$ cat src/rtl/uart_rx.sv
// UART 8N1 receiver: synchronises the serial line, qualifies the start bit at mid-bit,
// samples eight data bits LSB-first and strobes each good byte (or a framing error) for one cycle.
module uart_rx #(
    parameter int unsigned CLKS_PER_BIT = 868
) (
    input  logic       clk,
    input  logic       rst,
    input  logic       rx_serial,
    output logic [7:0] rx_data,
    output logic       rx_valid,
    output logic       rx_frame_err,
    output logic       rx_busy
);

    localparam logic [9:0] HALF_BIT = 10'((CLKS_PER_BIT - 1) / 2);
    localparam logic [9:0] LAST_CNT = 10'(CLKS_PER_BIT - 1);

    localparam logic [1:0] S_IDLE  = 2'd0;
    localparam logic [1:0] S_START = 2'd1;
    localparam logic [1:0] S_DATA  = 2'd2;
    localparam logic [1:0] S_STOP  = 2'd3;

    logic       r_sync1;
    logic       r_sync2;
    logic       r_prev;
    logic [1:0] r_state;
    logic [9:0] r_clk_cnt;
    logic [2:0] r_bit_idx;
    logic [7:0] r_shift;
    logic [7:0] r_data;
    logic       r_valid;
    logic       r_ferr;

    logic w_fall;
    logic w_bit_end;

    assign w_fall    = r_prev & ~r_sync2;
    assign w_bit_end = (r_clk_cnt == LAST_CNT);

    // Synchroniser and edge history reset to idle-high so release of reset never looks like a start edge.
    always_ff @(posedge clk or negedge rst) begin
        if (!rst) begin
            r_sync1 <= 1'b1;
            r_sync2 <= 1'b1;
            r_prev  <= 1'b1;
        end else begin
            r_sync1 <= rx_serial;
            r_sync2 <= r_sync1;
            r_prev  <= r_sync2;
        end
    end

    always_ff @(posedge clk or negedge rst) begin
        if (!rst) begin
            r_state   <= S_IDLE;
            r_clk_cnt <= '0;
            r_bit_idx <= '0;
            r_shift   <= '0;
            r_data    <= '0;
            r_valid   <= 1'b0;
            r_ferr    <= 1'b0;
        end else begin
            r_valid <= 1'b0;
            r_ferr  <= 1'b0;
            case (r_state)
                S_IDLE: begin
                    r_clk_cnt <= '0;
                    r_bit_idx <= '0;
                    if (w_fall) begin
                        r_state <= S_START;
                    end
                end
                S_START: begin
                    if (r_clk_cnt == HALF_BIT) begin
                        r_clk_cnt <= '0;
                        r_state   <= r_sync2 ? S_IDLE : S_DATA;
                    end else begin
                        r_clk_cnt <= r_clk_cnt + 10'd1;
                    end
                end
                S_DATA: begin
                    if (w_bit_end) begin
                        r_shift[r_bit_idx] <= r_sync2;
                        r_clk_cnt          <= '0;
                        if (r_bit_idx == 3'd7) begin
                            r_state <= S_STOP;
                        end else begin
                            r_bit_idx <= r_bit_idx + 3'd1;
                        end
                    end else begin
                        r_clk_cnt <= r_clk_cnt + 10'd1;
                    end
                end
                S_STOP: begin
                    // Leave at the mid-stop sample so a back-to-back start edge is not missed.
                    if (w_bit_end) begin
                        if (r_sync2) begin
                            r_data  <= r_shift;
                            r_valid <= 1'b1;
                        end else begin
                            r_ferr <= 1'b1;
                        end
                        r_clk_cnt <= '0;
                        r_state   <= S_IDLE;
                    end else begin
                        r_clk_cnt <= r_clk_cnt + 10'd1;
                    end
                end
                default: begin
                    r_state <= S_IDLE;
                end
            endcase
        end
    end

    assign rx_data      = r_data;
    assign rx_valid     = r_valid;
    assign rx_frame_err = r_ferr;
    assign rx_busy      = (r_state != S_IDLE);

endmodule

$ cat config.mk
export PLATFORM = sky130hd
export DESIGN_NAME = uart_rx
export DESIGN_NICKNAME = d
export VERILOG_FILES = /design/src/rtl/uart_rx.sv
export SDC_FILE = /design/constraint.sdc
export NUM_CORES = 1
export LEC_CHECK = 0
export ABC_AREA = 1
export BUFFER_PORTS_ARGS = -buffer_cell sky130_fd_sc_hd__buf_2
export CAP_MARGIN = 10
export CORE_MARGIN = 8
export CORE_UTILIZATION = 45
export CTS_CLUSTER_DIAMETER = 200
export DETAILED_ROUTE_END_ITERATION = 16
export GPL_TIMING_DRIVEN = 0
export PLACE_DENSITY = 0.66
export SLEW_MARGIN = 20
export SYNTH_ARGS = -nofsm -noshare
export SYNTH_HDL_FRONTEND = slang
export SYNTH_SLANG_ARGS = --single-unit
$ cat constraint.sdc
create_clock -name clk -period 1.55 [get_ports clk]
set_input_delay 0.0775 -clock clk [delete_from_list [all_inputs] [get_ports clk]]
set_output_delay 0.0775 -clock clk [all_outputs]
set_load 0.1 [all_outputs]
### Yosys cells after proc, flatten, opt, wreduce, memory -nomap -nowiden

Cells that the tools add are included.

* multiplexer cells: 22
* $lt $le $gt $ge: 2
* equality and inequality tests: 12
* bitwise logic cells: 2
* reduce and logical (&&, ||, !) cells: 9
* add/subtract/negate cells: 2

Operators by type and width (count)
* case mux 10 bit (3 select lines): 1
* 2-to-1 mux 10 bit: 2
* 2-to-1 mux 2 bit: 6
* != test 2 bit (second input constant): 6
* adder 10 x 1 -> 10 bit (second input constant): 1
* == test 10 bit (second input constant): 1
* == test 10 x 9 -> 1 bit (second input constant): 1
* bitwise mux 8 bit: 1
* case mux 2 bit (4 select lines): 1
* 2-to-1 mux 1 bit: 7
* 2-to-1 mux 3 bit: 2
* case mux 3 bit (2 select lines): 1
* AND reduction 3 bit: 2
* AND reduction 5 bit: 1
* == test 2 bit (second input constant): 2
* less-than comparator 3 x 4 -> 1 bit (second input constant): 1
* nonzero test 2 bit: 2
* adder 3 x 1 -> 3 bit (second input constant): 1
* demux 1 bit (select 3 bit): 1
* == test 3 bit (second input constant): 1
* greater-or-equal comparator 3 x 1 -> 1 bit (second input constant): 1
* == test 2 x 1 -> 1 bit (second input constant): 1
* zero test 2 bit: 1
* AND reduction 2 bit: 1
* 4 further kinds: 4

* word-level logic and storage cells: 59
* bits in registers: 36
* input bits: 3
* output and inout bits: 11

### Longest topological paths before layout

* depth in word-level cells: 5
* mapped depth: 10
* gate-level depth less buffers: 10

### Least setup slack after synthesis

No wires, ideal clock.

* path kind: register to register
* start: register (tool-made name)
* end: register r_bit_idx[0]
* required time: 1.422 ns
* stages on the path, launching flop included: 6
* setup time: 0.128 ns
* data arrival time: 1.448 ns
* period minus slack after synthesis: 1.576 ns
* slack: -0.026 ns
* path through: dfrtp_1 -> nor2_1 -> inv_1 -> nand2_1 -> nand3_1 -> o21ai_0

RTL lines
* end signal: assignment: RTL line 88 `r_bit_idx <= r_bit_idx + 3'd1;`
* end: declaration: RTL line 28 `logic [2:0] r_bit_idx;`

==> impl_metrics.ini <==
[run_status]
status = finished, final reports clean

[pwr]
peakVddDrop_mv = 0.561
power.density_nw_per_um2 = 1270
p_leak_nw = 0.928
total_power_mw = 2.45

[clock_tree]
root_buffer = clkbuf_8
clk_transition_reported_paths_ns = 0.06
cts_tree = built
cts.sinks = 36
cts.htree.levels = 2
numCtsBuffers = 5
clock_latency_ns = 0.28
cts_max_path_buffers = 2

[place]
dp.cells = 248
place_hpwl_um = 2230
place_congestion = 0.760
dp_slack_ns = 0.0344
port_buffers = 13

[global_route]
grt_use_met3 = 0.0490
grt_start_max_net_pins = 37
grt_pass1_wl_um = 5390
gr-usage-met1 = 0.126
use_met2 = 0.173
antenna_found_initial = 0
grt_overflow = 0
grt_pass1_vias = 1265
grt-busiest-layer = met2
grt.total_usage = 0.111

[synthesis]
ys_ff_latch = 36
synthAdderAreaFrac = 0.0301
synth_top_family_by_area = simple AND/OR/NAND/NOR gates
synth_cell_types = 26
synth_mux_area_frac = 0
synthXorXnorAreaFrac = 0.0158
netlist_area_um2 = 1660
async_flop_share = 1.00
synthSimpleGateAreaFrac = 0.305
synth_edf_count = 0
avgSynthCellArea_um2 = 8.88
syn_inst = 187
synth_warnings = 0
syn_nets = 194
yosys_most_used_dff = dfrtp_1
yosysSeqAreaShare = 0.545
synth-compound-area-share = 0.0550

[sta]
max_freq_ghz = 0.698
slew_headroom = 0.478
hold_viol_final = 0
setup_viol = 0
rsz0062_at_grt = true
whs_ns = 0.357
final.setup.worst_slack_ns = 0.118
finalCritPeriodShare = 0.924
final.setup_skew_ns = 0.00259
worst_slew_pin_slew_ns = 0.783
slew_viol_final = 0
finalWorstPathRequiredPeriod_ns = 1.43

[layout]
drive_gt1_frac = 0.219
diodes = 0
fin_util = 0.534
stdcell_count = 258
final_common_cell = nand2_1
regArea_um2 = 905
fillers = 323
layout_common_cells = nand2_1, dfrtp_1, nor2_1
multi_input_area_um2 = 684
nets = 217
area_growth_pct = 16.0

[route]
wl_per_cell_um = 11.4
first_iter_violations = 69
routed_wl_um = 2950
drc = 0
vias_per_cell = 4.94
firstDrtPassIters = 4
final_antenna_net_count = 0
via_count = 1275

[critical_path]
arrival_ns = 1.65
worstPathCellList = ha_1, ha_1, o21ai_1, inv_1, nand4_1, nand2_1, nand2_1
cp_max_fo = 6
cp-end-kind = register
cpPeakStageDelay_ns = 0.44
crit_required_ns = 1.77
path_class = register to register
slowest_stage = dfrtp_1
critPathLaunchType = register

[floorplanning]
start_util = 0.460
die_area_um2 = 5890
chipWidth_um = 76.7
core_um2 = 3610
io_pins = 14
rows = 22
fp.dieH_um = 76.7

[run]
drv_cap = 0

[hold_path]
hp-class = register to register
==> kinds of logic after synthesis <==
kind of cell | after synthesis
and+or+nand+nor | 107
adders and majority gates | 4
xor gates and xnor gates | 3
AOI/OAI and AO/OA | 18
DFF | 36
buffers and inverters | 19
==> critical path, delay by kind of cell, from the launching register on <==
kind                       cells  cell delay, ns
buffers and inverters          1            0.07
AOI/OAI and AO/OA              1            0.25
DFF                            1            0.44
and+or+nand+nor                3            0.20
adders and majority gates      2            0.42
==> per-stage QoR <==
step | setup TNS (ns) | cell area [um2]
5_1_grt | -0.0188 | 1930
4_1_cts | 0 | 1910
3_3_place_gp | 0 | 1790
6_report | 0 | 1930
3_5_place_dp | 0 | 1790
2_1_floorplan | 0 | 1670
==> sequential cells by signal (all words and copies together) (netlist names), 3 cells and up, named ones only <==
signal     count
rx_data        8
r_bit_idx      3
r_clk_cnt     10
r_shift        8
==> per-layer routing <==
| metal | part of all wire | routed length [um] |
|---|---|---|
| met1 | 0.47 | 1390 |
| met2 | 0.45 | 1310 |
| met3 | 0.064 | 189 |
| met4 | 0.019 | 57 |
| met5 | 0 | 0 |
==> where the power goes <==
| part | internal (mW) | leakage (nW) | switching, mW |
|---|---|---|---|
| clock network | 0.395 | 0.0503 | 0.296 |
| registers | 1.01 | 0.487 | 0.0907 |
| logic | 0.183 | 0.391 | 0.474 |
==> final cells by class <==
class / count / share of cell area
clock buffers: 7 / 0.0500
inverters: 19 / 0.0442
multi-input cells: 132 / 0.355
flip-flops and latches: 36 / 0.470
well taps: 48 / 0.0312
repair buffers: 16 / 0.0494
==> path summary, 6_finish.rpt <==
check                                          from                     end  slack [ns]  cells after the start
setup / recovery           r_bit_idx[0]$_DFFE_PN0P_                register        0.12                      7
hold / removal                    r_sync1$_DFF_PN1_       r_sync2$_DFF_PN1_        0.36                      0
setup reg to reg           r_bit_idx[0]$_DFFE_PN0P_                register        0.12                      7
hold reg to reg                   r_sync1$_DFF_PN1_       r_sync2$_DFF_PN1_        0.36                      0
max in group asynchronous                       rst  r_shift[5]$_DFFE_PN0P_        0.64                      2
min in group asynchronous                       rst  r_clk_cnt[7]$_DFF_PN0_        0.42                      2
==> cell usage after synthesis, types with 3 or more instances <==
library cell	instances	area, um2
inv_1	14	52.6
dfrtp_1	33	826
ha_1	4	50.1
nand2_2	4	25.0
nor2_2	4	25.0
a21oi_1	3	15.0
dfstp_2	3	78.8
nand2_1	53	199
nand4_1	10	62.6
o21ai_0	13	65.1
nand3_1	7	35.0
nor2_1	19	71.3
nor3_1	3	15.0
==> what timing repair did <==
action,in CTS,in global routing
hold buffers,2,0
buffers inserted,0,1
resized for setup,0,5
hold endpoints to repair,34,0
setup endpoints to repair,0,22
Note: power is estimated with default switching activity, not from simulation.
